<file path="src/rtl/aes_shift_rows_ser_pkg.sv">
// Shared types and constants for the serial AES ShiftRows wrapper.
package aes_shift_rows_ser_pkg;

  localparam int COL_W  = 32;
  localparam int N_COLS = 4;

  typedef enum logic {
    LOAD  = 1'b0,
    DRAIN = 1'b1
  } state_e;

  typedef enum logic {
    FWD = 1'b0,
    INV = 1'b1
  } op_e;

  // AES state indexed [row][col][bit]
  typedef logic [N_COLS-1:0][N_COLS-1:0][7:0] state_arr_t;

endpackage

</file>
<file path="src/rtl/aes_shift_rows.sv">
// Combinational AES ShiftRows / InvShiftRows on a full 4x4 byte state.
module aes_shift_rows
  import aes_shift_rows_ser_pkg::*;
(
  input  logic [N_COLS-1:0][N_COLS-1:0][7:0] state_i,
  input  logic                               op_i,
  output logic [N_COLS-1:0][N_COLS-1:0][7:0] state_o
);

  // Row r rotates left by r (forward) or right by r (inverse); 2-bit truncation gives mod 4.
  always_comb begin
    state_o = '0;
    for (int r = 0; r < N_COLS; r++) begin
      for (int c = 0; c < N_COLS; c++) begin
        if (op_e'(op_i) == INV) begin
          state_o[2'(r)][2'(c)] = state_i[2'(r)][2'(c - r)];
        end else begin
          state_o[2'(r)][2'(c)] = state_i[2'(r)][2'(c + r)];
        end
      end
    end
  end

endmodule

</file>
<file path="src/rtl/aes_shift_rows_ser.sv">
// Serial column-at-a-time wrapper around aes_shift_rows: load 4 columns, then drain 4.
// Optional synchronous flush input enabled by defining AES_SHIFT_ROWS_SER_FLUSH_EN.
module aes_shift_rows_ser
  import aes_shift_rows_ser_pkg::*;
(
  input  logic             clk,
  input  logic             rst_n,
`ifdef AES_SHIFT_ROWS_SER_FLUSH_EN
  input  logic             flush_i,
`endif
  input  logic             in_valid_i,
  output logic             in_ready_o,
  input  logic [COL_W-1:0] in_data_i,
  input  logic             op_i,
  output logic             out_valid_o,
  input  logic             out_ready_i,
  output logic [COL_W-1:0] out_data_o
);

  state_e     state_q, state_d, state_hs_s;
  logic [1:0] cnt_q, cnt_d, cnt_hs_s;
  logic       op_q, op_d, op_hs_s;
  state_arr_t buf_q, buf_d, buf_hs_s;
  state_arr_t shifted_s;

  assign in_ready_o  = (state_q == LOAD);
  assign out_valid_o = (state_q == DRAIN);

  // Handshake-driven next state: fill columns in LOAD, step through columns in DRAIN.
  always_comb begin
    state_hs_s = state_q;
    cnt_hs_s   = cnt_q;
    op_hs_s    = op_q;
    buf_hs_s   = buf_q;
    case (state_q)
      LOAD: begin
        if (in_valid_i) begin
          for (int r = 0; r < N_COLS; r++) begin
            buf_hs_s[2'(r)][cnt_q] = in_data_i[8*r +: 8];
          end
          if (cnt_q == 2'd0) begin
            op_hs_s = op_i;
          end else begin
            op_hs_s = op_q;
          end
          if (cnt_q == 2'd3) begin
            state_hs_s = DRAIN;
            cnt_hs_s   = 2'd0;
          end else begin
            cnt_hs_s   = cnt_q + 2'd1;
          end
        end else begin
          cnt_hs_s = cnt_q;
        end
      end
      DRAIN: begin
        if (out_ready_i) begin
          if (cnt_q == 2'd3) begin
            state_hs_s = LOAD;
            cnt_hs_s   = 2'd0;
          end else begin
            cnt_hs_s   = cnt_q + 2'd1;
          end
        end else begin
          cnt_hs_s = cnt_q;
        end
      end
      default: begin
        state_hs_s = LOAD;
        cnt_hs_s   = 2'd0;
      end
    endcase
  end

`ifdef AES_SHIFT_ROWS_SER_FLUSH_EN
  // Flush wins over any handshake in the same cycle.
  always_comb begin
    if (flush_i) begin
      state_d = LOAD;
      cnt_d   = 2'd0;
      op_d    = 1'b0;
      buf_d   = '0;
    end else begin
      state_d = state_hs_s;
      cnt_d   = cnt_hs_s;
      op_d    = op_hs_s;
      buf_d   = buf_hs_s;
    end
  end
`else
  // No flush: next state comes straight from the handshake logic.
  always_comb begin
    state_d = state_hs_s;
    cnt_d   = cnt_hs_s;
    op_d    = op_hs_s;
    buf_d   = buf_hs_s;
  end
`endif

  // State, counter, latched op and column buffer registers.
  always_ff @(posedge clk or negedge rst_n) begin
    if (!rst_n) begin
      state_q <= LOAD;
      cnt_q   <= 2'd0;
      op_q    <= 1'b0;
      buf_q   <= '0;
    end else begin
      state_q <= state_d;
      cnt_q   <= cnt_d;
      op_q    <= op_d;
      buf_q   <= buf_d;
    end
  end

  aes_shift_rows u_rows (
    .state_i (buf_q),
    .op_i    (op_q),
    .state_o (shifted_s)
  );

  // Output column cnt of the permuted state, zero outside DRAIN.
  always_comb begin
    out_data_o = '0;
    if (state_q == DRAIN) begin
      for (int r = 0; r < N_COLS; r++) begin
        out_data_o[8*r +: 8] = shifted_s[2'(r)][cnt_q];
      end
    end else begin
      out_data_o = '0;
    end
  end

endmodule

</file>
<file path="config.mk">
export PLATFORM = sky130hd
export DESIGN_NAME = aes_shift_rows_ser
export DESIGN_NICKNAME = d
export VERILOG_FILES = /design/src/rtl/aes_shift_rows_ser_pkg.sv /design/src/rtl/aes_shift_rows.sv /design/src/rtl/aes_shift_rows_ser.sv
export SDC_FILE = /design/constraint.sdc
export NUM_CORES = 1
export LEC_CHECK = 0
export BUFFER_PORTS_ARGS = -buffer_cell sky130_fd_sc_hd__clkbuf_2
export CORE_MARGIN = 2
export CORE_UTILIZATION = 44
export DETAILED_ROUTE_END_ITERATION = 8
export PLACE_DENSITY = 0.8
export SLEW_MARGIN = 10
export SYNTH_ARGS = -nofsm -noshare
export SYNTH_HDL_FRONTEND = slang
export SYNTH_SLANG_ARGS = --single-unit
</file>
<file path="constraint.sdc">
create_clock -name clk -period 2.05 [get_ports clk]
set_clock_uncertainty 0.1 [all_clocks]
set_input_delay 0.3075 -clock clk [delete_from_list [all_inputs] [get_ports clk]]
set_output_delay 0.3075 -clock clk [all_outputs]
set_load 0.1 [all_outputs]
</file>
==> results of run 1 <==
[repair_timing]
action	4_1_cts	5_1_grt
hold buffers	1	0
setup endpoints to repair	0	5
endpoints found under the hold margin	26	0
gates resized for setup	0	1
setup buffers	0	0
[worst min-delay path by stage]
stage	startpoint	end	slack [ns]	cells after the start
floorplan	rst_n	buf_q[0]	-0.09	0
global placement	rst_n	buf_q[13]	0.25	1
detailed placement	rst_n	buf_q[5]	0.27	1
CTS	out_ready_i	out_valid_o	0.11	2
global route	out_ready_i	out_valid_o	0.12	2
finish	out_ready_i	out_valid_o	0.12	2
[state kept, by name, summed over array words and instances (netlist names)]
register	cells
buf_q	32
cnt_q	2
out_valid_o	1
[metal layers]
metal,up-vias,GRT usage [%],share of wire [%]
met3,6,5.52,5.7
met5,-,0,0
li1,519,-,-
met2,34,26.2,51
met1,540,20.8,41
met4,0,6.62,1.7
[logic make-up after synthesis]
kind of cell               Yosys count  synth area share (%)
adders and majority gates            3                  2.04
DFF                                 35                  47.6
AOI/OAI and AO/OA                    2                 0.611
buffers and inverters               25                  9.51
other                                1                 0.204
and+or+nand+nor                     20                  5.98
muxes                               51                  34.1
[critical path, cell delays in order, from the launching register on]
cell,delay (ns)
dfrtp_1,0.41
buf_6,0.23
mux2i_1,0.33
nor2_4,0.08
buf_12,0.17
[cell usage after synthesis (all sizes together)]
library cell | instances | area (um^2)
a31oi | 1 | 6.26
buf | 21 | 160
clkbuf | 1 | 3.75
conb | 1 | 3.75
mux2i | 17 | 170
ha | 3 | 37.5
nor2 | 17 | 63.8
inv | 3 | 11.3
mux2 | 34 | 458
a21oi | 1 | 5.00
nand3b | 2 | 40.0
dfrtp | 35 | 876
nand2b | 1 | 6.26
[cell type report]
type	instances	area share [%]
Multi-Input combinational cell	92	38.0
Timing Repair Buffer	43	19.8
Tap cell	50	2.54
Sequential cell	35	35.7
Clock inverter	2	0.508
Clock buffer	6	2.94
Inverter	3	0.457
[cells in the final DEF, fill, tap and decap left out]
cell type and n:
clkbuf_2 21, mux2_4 20, nor2_2 6, a31oi_1 1, nor2_4 10, nand2b_1 1, mux2i_1 17, conb_1 16
buf_4 3, ha_1 3, clkbuf_8 5, nand3b_4 2, dfrtp_4 1, inv_1 3, dlygate4sd3_1 1, clkinvlp_4 1
a21oi_1 1, dfrtp_1 34, buf_12 17, buf_6 1, clkinv_2 1, clkbuf_1 1, nor2_1 1, mux2_2 14
[through the flow]
step / hold WS, ns / utilization (%) / cells / setup slack (ns)
finish: 0.121 / 61.2 / 231 / 0.148
global route: 0.118 / 61.2 / 231 / 0.0427
CTS: 0.115 / 61.1 / 231 / 0.0702
detailed placement: 0.267 / 58.7 / 222 / 0.399
global placement: 0.253 / 58.7 / 222 / 0.390
floorplan: -0.0881 / - / 152 / -0.115
==> qor_table.md, run 1 <==
| Metric | Reported | Unit |
| --- | --- | --- |
| H-tree levels | 2 | - |
| Launching point of the worst reg2reg path | cnt_q[1] | - |
| CTS tree | yes | - |
| Area of the multi-input gates | 937 | um^2 |
| Total number of nets in the final design | 220 | - |
| Count of endpoints failing setup in the final report | 0 | - |
| Via/cell ratio | 4.76 | - |
| Longest Clk Path Bufs | 2 | - |
| Max-slew violations | 0 | - |
| Post-placement cell area | 2370 | um^2 |
| Maximum fanout encountered on the critical timing path | 15 | - |
| Num CTS Buffers | 5 | - |
| Overall via count from detail_route | 1099 | - |
| Reg2Reg Depth | 4 | - |
| Critical Path RT | 1.64 | ns |
| Warning count from the yosys run | 0 | - |
| Slew at the pin closest to its max-slew limit | 0.649 | ns |
| Initial DRC Count | 24 | - |
| Clock net sink count | 35 | - |
| Root buffer selected by CTS | clkbuf_8 | - |
| Unrepaired setup endpoints after global routing | false | - |
| Starting density of the core | 45.7 | % |
| Final weighted congestion of routability-driven global placement | 0.657 | - |
| Row Count | 23 | - |
| GRT Resource Usage Total | 16.5 | % |
| Number of global-route vias before repair | 1138 | - |
| Filler instances | 316 | - |
| Hold/Removal Path Class | input pin to flip-flop | - |
| CTS clock-pin slew for the worst setup and hold paths | 0.07 | ns |
| Die Footprint | 4720 | um^2 |
| Total Neg Setup Slack | 0 | ns |
| Buffers added on ports | 37 | - |
| Clock period minus final worst setup slack | 1.90 | ns |
| Skew-Pair Late Insertion Delay | 0.28 | ns |
| Detailed Routing Iterations Pass 1 | 3 | - |
| Total standard cell area after synthesis | 1840 | um^2 |
| Remaining antenna violation count | 0 | - |
| Crit Path Category | flip-flop to output port | - |
| Startpoint type of the worst setup path | flip-flop | - |
| Total grt overflow | 0 | - |
| Initial antenna violation count | 0 | - |
| Arrival time reported for the critical path endpoint | 1.49 | ns |
| Height of the die | 68.7 | um |
| Final period utilization | 92.8 | % |
| Number of unique standard cell types used by synthesis | 16 | - |
| Floorplan Core Area | 4030 | um^2 |
| Maximum number of pins on one net before global-route repair | 28 | - |
| I/O Pins | 71 | - |
| Detailed-route wire length | 3270 | um |
| Mean area per synthesized cell | 13.4 | um^2 |
| Worst relative slew slack | 56.7 | % |
| Critical Path End Type | output port | - |
| Final number of hold-violating endpoints | 0 | - |
| Setup crit end | out_data_o[4] | - |
| Launch point of the critical path | cnt_q[0] | - |
| Post-route DRC | 0 | - |
| Synth Instances | 137 | - |
| Max-cap check violation count | 0 | - |
| Area added between synthesis and finish | 33.8 | % |
| Top achievable clock speed | 526 | MHz |
| Die Width | 68.7 | um |
| FF-to-FF setup slack | 0.46 | ns |
| Post-detailed-route wirelength per cell | 14.2 | um |
| Outcome | finished, final reports clean | - |
| Critical register-to-register path endpoint | buf_q[38] | - |
| Yosys reg bits | 35 | - |
| Wire length of the first global-routing pass | 5490 | um |
| Proportion of synthesized chip area in sequential cells | 47.6 | % |
| Number of antenna repair diodes | 0 | - |
| Half-perimeter wire length after detailed placement | 2400 | um |
| Sequential cell area | 880 | um^2 |
| Layout cells sized above 1 | 56.4 | % |
| Post-route cell area | 2460 | um^2 |
Power of run 1 is not shown: default switching activity piles up to over one toggle a cycle in this logic, so the estimate is an artifact.
==> inputs of run 2 (changes only) <==
--- a/config.mk
+++ b/config.mk
@@ -6,10 +6,12 @@
 export NUM_CORES = 1
 export LEC_CHECK = 0
 export BUFFER_PORTS_ARGS = -buffer_cell sky130_fd_sc_hd__clkbuf_2
+export CELL_PAD_IN_SITES_DETAIL_PLACEMENT = 1
+export CELL_PAD_IN_SITES_GLOBAL_PLACEMENT = 1
 export CORE_MARGIN = 2
-export CORE_UTILIZATION = 44
+export CORE_UTILIZATION = 34
 export DETAILED_ROUTE_END_ITERATION = 8
-export PLACE_DENSITY = 0.8
+export PLACE_DENSITY = 0.79
 export SLEW_MARGIN = 10
 export SYNTH_ARGS = -nofsm -noshare
 export SYNTH_HDL_FRONTEND = slang
==> run 2 against run 1 <==
  * First-iteration DRC count is 42% higher
  * Critical path type unchanged
  * Register-to-register slack worse by 0.04 ns
  * Design area rose by 1.0%
  * Routed wire length grew 11%
  * Flip-flop and latch count is the same
  * Global-route usage is 3.3 points lower
  * Critical path depth is the same
  * Fmax shrank 3.0%
  * Worst hold slack gained 0.019 ns
  * Count of clock-buffer cells in the layout increased by 1
  * Critical endpoint is now out_data_o[6]
  * Via count grew 1.8%
  * Non-clock buffer count stayed put
==> qor_table.md, run 2 (same netlist as run 1, synthesis figures left out) <==
| Metric | Reported | Unit |
| --- | --- | --- |
| Detailed Routing Iterations Pass 1 | 3 | - |
| Skew-Pair Late Insertion Delay | 0.28 | ns |
| Root buffer selected by CTS | clkbuf_8 | - |
| Reg2Reg Depth | 4 | - |
| Max-cap check violation count | 0 | - |
| Half-perimeter wire length after detailed placement | 2710 | um |
| CTS clock-pin slew for the worst setup and hold paths | 0.07 | ns |
| Number of global-route vias before repair | 1187 | - |
| GRT Resource Usage Total | 13.2 | % |
| Slowest cell delay on critical path | 0.40 | ns |
| Worst relative slew slack | 64.3 | % |
| CTS tree | yes | - |
| Post-CTS setup buffer count | 0 | - |
| Maximum fanout encountered on the critical timing path | 12 | - |
| Top achievable clock speed | 510 | MHz |
| Startpoint type of the worst setup path | flip-flop | - |
| Num CTS Buffers | 5 | - |
| Post-route worst hold slack | 0.140 | ns |
| H-tree levels | 2 | - |
| Total grt overflow | 0 | - |
| Number of antenna repair diodes | 0 | - |
| Longest Clk Path Bufs | 2 | - |
| Final number of hold-violating endpoints | 0 | - |
| Height of the die | 77.6 | um |
| Arrival time reported for the critical path endpoint | 1.55 | ns |
| Crit Path Category | flip-flop to output port | - |
| Count of endpoints failing setup in the final report | 0 | - |
| Outcome | finished, final reports clean | - |
| Largest reg by FF count | buf_q | - |
| Clock net sink count | 35 | - |
| Maximum number of pins on one net before global-route repair | 21 | - |
| Remaining antenna violation count | 0 | - |
| Highest-count cells in the layout ignoring fill and taps | dfrtp_1, clkbuf_2, mux2_4 | - |
| Wire length of the first global-routing pass | 6090 | um |
| Final weighted congestion of routability-driven global placement | 0.672 | - |
| Final period utilization | 95.7 | % |
| Post-detailed-route wirelength per cell | 14.5 | um |
| Hold/Removal Path Class | input pin to flip-flop | - |
| Row Count | 26 | - |
| Slew at the pin closest to its max-slew limit | 0.538 | ns |
| Detailed-route wire length | 3630 | um |
| Sequential cell area | 881 | um^2 |
| Filler instances | 511 | - |
| Via/cell ratio | 4.46 | - |
| Most Frequent Cell on Critical Path | buf_12 | - |
| Unrepaired setup endpoints after global routing | false | - |
| Worst Hold Path Cells | 2 | - |
| Overall via count from detail_route | 1119 | - |
| Starting density of the core | 35.6 | % |
| Most frequent standard cell in the layout excluding fill and tap cells | dfrtp_1 | - |
| Initial antenna violation count | 0 | - |
| Area added between synthesis and finish | 35.2 | % |
| Initial DRC Count | 34 | - |
| Area of the multi-input gates | 943 | um^2 |
| Critical Path End Type | output port | - |
| Clock period minus final worst setup slack | 1.96 | ns |
| Die Width | 77.6 | um |
| Total number of nets in the final design | 220 | - |
| Layout cells sized above 1 | 57.5 | % |
| Series of cell instances along the critical path | nand2b_2, buf_12, nor2_2, buf_12 | - |
| Critical Path RT | 1.64 | ns |
| Max FFs per register | 32 | - |
| Floorplan Core Area | 5170 | um^2 |
| Post-route DRC | 0 | - |
| Die Footprint | 6020 | um^2 |
| I/O Pins | 71 | - |
| Buffers added on ports | 37 | - |
| Slowest stage cell, crit path | dfrtp_1 | - |
| Max-slew violations | 0 | - |
-- run 2: critical path, delay by kind of cell, from the launching register on --
family,cells,cell delay [ns]
flip-flops,1,0.40
buffers and inverters,2,0.41
AND/OR/NAND/NOR,2,0.46
-- run 2: cell type report --
class	instances	area share, %
timing repair buffer	43	19.5
tap	70	3.52
sequential	35	35.4
clock buffer	7	3.07
clock inverter	1	0.201
inverter	3	0.452
multi-input combinational	92	37.9
-- run 2: per-layer routing --
layer  wire length [um]  global-route usage (%)  vias to the layer above
met5                  0                       0                        -
met4                 51                    5.36                        0
met3                151                    3.60                        5
met2               1880                    22.0                       33
met1               1550                    16.1                      563
li1                   -                       -                      518
-- run 2: worst paths after layout --
kind	start	endpoint	slack (ns)
max	cnt_q[1]	out_data_o[6]	0.09
min	out_ready_i	out_valid_o	0.14
max reg2reg	cnt_q[0]	buf_q[6]	0.42
min reg2reg	buf_q[2]	buf_q[2]	0.41
max in group asynchronous	rst_n	buf_q[39]	0.81
min in group asynchronous	rst_n	buf_q[13]	0.43
-- run 2: timing repair --
action                                  in CTS  in global routing
endpoints found under the hold margin       19                  0
gates resized for setup                      0                  2
hold buffers                                 1                  0
endpoints found under the setup margin       0                  5
-- run 2: stage by stage --
step	setup TNS (ns)	cells	utilization, %	worst slack (ns)	area, um^2
after CTS	0	251	48.0	0.0473	2480
after global routing	0	251	48.1	0.0126	2490
final	0	251	48.1	0.0887	2490
after global placement	0	242	46.3	0.384	2390
after floorplan	-1.66	152	-	-0.115	1990
after detailed placement	0	242	46.3	0.368	2390
Power of run 2 is left out for the same reason.
==> inputs of run 3 (changes only) <==
--- a/config.mk
+++ b/config.mk
@@ -5,13 +5,15 @@
 export SDC_FILE = /design/constraint.sdc
 export NUM_CORES = 1
 export LEC_CHECK = 0
+export ABC_AREA = 1
 export BUFFER_PORTS_ARGS = -buffer_cell sky130_fd_sc_hd__clkbuf_2
 export CELL_PAD_IN_SITES_DETAIL_PLACEMENT = 1
 export CELL_PAD_IN_SITES_GLOBAL_PLACEMENT = 1
 export CORE_MARGIN = 2
-export CORE_UTILIZATION = 34
+export CORE_UTILIZATION = 32
 export DETAILED_ROUTE_END_ITERATION = 8
-export PLACE_DENSITY = 0.79
+export PLACE_DENSITY_LB_ADDON = 0.1
+export SETUP_SLACK_MARGIN = 0.05
 export SLEW_MARGIN = 10
 export SYNTH_ARGS = -nofsm -noshare
 export SYNTH_HDL_FRONTEND = slang
==> run 3 against run 2 <==
  * Global-route usage rose by 2.5 points
  * Worst hold slack gained 0.026 ns
  * Utilization is 4.5 points lower
  * Routed wire length up 43%
  * Design area up 11%
  * Largest cell class unchanged
  * Synthesized area is 14% higher
==> qor_table.md, run 3 <==
| Metric | Reported | Unit |
| --- | --- | --- |
| GRT Resource Usage Total | 15.7 | % |
| Proportion of synthesized flip-flops having asynchronous set or reset | 100 | % |
| Outcome | finished, final reports clean | - |
| FF-to-FF setup slack | 0.23 | ns |
| Remaining antenna violation count | 0 | - |
| Synth Area in Simple Gates | 40.4 | % |
| Initial antenna violation count | 0 | - |
| Top achievable clock speed | 515 | MHz |
| Synth Instances | 268 | - |
| Total instance count after detailed placement | 373 | - |
| Post-route DRC | 0 | - |
| Pre-CTS setup slack | 0.0724 | ns |
| Number of unique standard cell types used by synthesis | 18 | - |
| Count of endpoints failing setup in the final report | 0 | - |
| Pwr Density | 1900 | nW/um^2 |
| Final weighted congestion of routability-driven global placement | 0.691 | - |
| Max FFs per register | 32 | - |
| Mean area per synthesized cell | 7.87 | um^2 |
| Total Neg Setup Slack | 0 | ns |
| Fin worst setup slack | 0.107 | ns |
| Sequential cell area | 881 | um^2 |
| Arrival time reported for the critical path endpoint | 1.54 | ns |
| Wire length of the first global-routing pass | 8910 | um |
| Unrepaired setup endpoints after global routing | true | - |
| Worst relative slew slack | 64.2 | % |
| H-tree levels | 2 | - |
| Maximum number of pins on one net before global-route repair | 25 | - |
| Number of global-route vias before repair | 1813 | - |
| Post-synthesis compound-gate area fraction | 0.237 | % |
| Final period utilization | 94.8 | % |
| Max VDD drop | 0.906 | mV |
| Overall via count from detail_route | 1781 | - |
| Die Footprint | 7250 | um^2 |
| Most frequent standard cell in the layout excluding fill and tap cells | nand2_1 | - |
| Half-perimeter wire length after detailed placement | 3690 | um |
| Max-cap check violation count | 0 | - |
| CTS tree | yes | - |
| Post-CTS setup buffer count | 0 | - |
| Main combinational cell family by area after synthesis | simple AND/OR/NAND/NOR gates | - |
| Share of the synthesized area in the top cell type | 41.5 | % |
| Slowest cell delay on critical path | 0.45 | ns |
| Area leader, netlist | dfrtp_1 | - |
| Largest cells by area after synthesis | dfrtp_1, nand2_1, nand4_1, nand2_2, buf_4 | - |
| Proportion of synthesized chip area in sequential cells | 41.5 | % |
| Height of the die | 85.2 | um |
| EDFF count, synth | 0 | - |
| Area added between synthesis and finish | 31.3 | % |
| Total standard cell area after synthesis | 2110 | um^2 |
| Floorplan Core Area | 6350 | um^2 |
| Post-detailed-route wirelength per cell | 13.7 | um |
| Series of cell instances along the critical path | inv_4, nor2_4, buf_4, nand2_1, nor2_4, buf_12 | - |
| Skew-Pair Late Insertion Delay | 0.29 | ns |
| Number of antenna repair diodes | 0 | - |
| Layout cells sized above 1 | 35.2 | % |
| Area share of xor/xnor cells in the synthesized design | 0 | % |
| Initial DRC Count | 46 | - |
| Post-synthesis share of cell area spent on full adders, half adders and majority gates | 1.78 | % |
| Warning count from the yosys run | 0 | - |
| I/O Pins | 71 | - |
| Max-slew violations | 0 | - |
| Critical register-to-register path endpoint | buf_q[34] | - |
| Yosys reg bits | 35 | - |
| Non-filler cells in the finished layout | 381 | - |
| Row Count | 29 | - |
| Critical path's top delay family | buffers and inverters | - |
| Root buffer selected by CTS | clkbuf_8 | - |
| Leak | 1.39 | nW |
| Critical hold path startpoint | in_data_i[15] | - |
| Die Width | 85.2 | um |
| Total number of nets in the final design | 344 | - |
| Maximum fanout encountered on the critical timing path | 13 | - |
| Starting density of the core | 33.2 | % |
| Post-synthesis mux area share | 0 | % |
| Hold endpoint | buf_q[39] | - |
| Highest-count cells in the layout ignoring fill and taps | nand2_1, dfrtp_1, nand4_1 | - |
| Most Frequent Cell on Critical Path | nor2_4 | - |
| Slew at the pin closest to its max-slew limit | 0.537 | ns |
| Buffers plus inverters on the worst setup path | 3 | - |
| Post-route core utilization | 43.6 | % |
| Buffers added on ports | 37 | - |
| Clock net sink count | 35 | - |
| Cell types with the highest counts after synthesis | nand2_1, dfrtp_1, nand4_1 | - |
| Reg2Reg Depth | 5 | - |
| Cell with the most instances after synthesis | nand2_1 | - |
| Longest Clk Path Bufs | 2 | - |
| Total grt overflow | 0 | - |
| Clock period minus final worst setup slack | 1.94 | ns |
| Critical Path RT | 1.64 | ns |
| Detailed-route wire length | 5210 | um |
| Launching point of the worst reg2reg path | cnt_q[0] | - |
| Final number of hold-violating endpoints | 0 | - |
| Hold/Removal Path Class | input pin to flip-flop | - |
| Worst Hold Path Cells | 3 | - |
| Critical Path End Type | output port | - |
| Filler instances | 782 | - |
| Num CTS Buffers | 5 | - |
| Startpoint type of the worst setup path | flip-flop | - |
| Via/cell ratio | 4.67 | - |
| Largest reg by FF count | buf_q | - |
| Most instantiated flip-flop cell in the synthesis netlist | dfrtp_1 | - |
| Crit Path Category | flip-flop to output port | - |
| CTS clock-pin slew for the worst setup and hold paths | 0.07 | ns |
| Slowest stage cell, crit path | dfrtp_4 | - |
| Area of the multi-input gates | 1080 | um^2 |
| Detailed Routing Iterations Pass 1 | 4 | - |
| Launch point of the critical path | out_valid_o | - |
run 3: per-stage QoR:
stage,instance area (um^2),power (mW),hold WS [ns]
final,2770,5.27,0.166
after CTS,2770,5.35,0.160
after global routing,2770,5.64,0.174
after floorplan,2290,3.86,-0.0881
after global placement,2670,4.75,0.219
after detailed placement,2670,4.82,0.224
run 3: kinds of logic (layout without fill, tap and decap cells):
family | count (synthesis) | in the layout
adder cells (fa/ha/maj) | 3 | 3
AO/OA/AOI/OAI | 1 | 1
other | 1 | 16
buffers and inverters | 53 | 74
AND/OR/NAND/NOR | 175 | 175
flip-flops | 35 | 35
run 3: routing by layer:
| layer | share of wire (%) | track usage, % | vias to the layer above |
|---|---|---|---|
| met4 | 1.2 | 4.33 | 0 |
| met1 | 44 | 20.6 | 855 |
| met5 | 0 | 0 | - |
| met2 | 51 | 26.6 | 39 |
| li1 | - | - | 882 |
| met3 | 3.7 | 2.72 | 5 |
run 3: report_power, final:
part / leakage, nW / internal, mW / switching, mW
combinational: 0.904 / 1.11 / 2.39
clock: 0.0470 / 0.264 / 0.243
sequential: 0.435 / 1.02 / 0.237
total: 1.39 / 2.40 / 2.87
run 3: how the worst max path moves through the flow:
stage	endpoint	slack (ns)	cells past startpoint
floorplan	out_data_o[11]	0.05	5
global placement	buf_q[5]	0.11	5
detailed placement	buf_q[34]	0.07	5
CTS	out_data_o[2]	0.08	6
global route	out_data_o[0]	0.03	6
finish	out_data_o[6]	0.11	6
run 3: worst min-delay path, delay by kind of cell:
kind | cells | cell delay [ns]
and+or+nand+nor | 2 | 0.13
buffers and inverters | 1 | 0.09
run 3: repair_timing:
item / 4_1_cts / 5_1_grt
hold buffers: 1 / 0
hold endpoints to repair: 18 / 0
endpoints found under the setup margin: 8 / 9
resized for setup: 1 / 1
run 3: layout make-up:
cell class / instances / share of cell area [%]
Multi-Input combinational cell: 195 / 38.9
Sequential cell: 35 / 31.8
Timing Repair Buffer: 48 / 19.9
Tap cell: 77 / 3.48
Clock buffer: 6 / 2.98
Inverter: 19 / 2.76
Clock inverter: 1 / 0.181
Note: power is estimated with default switching activity, not from simulation.
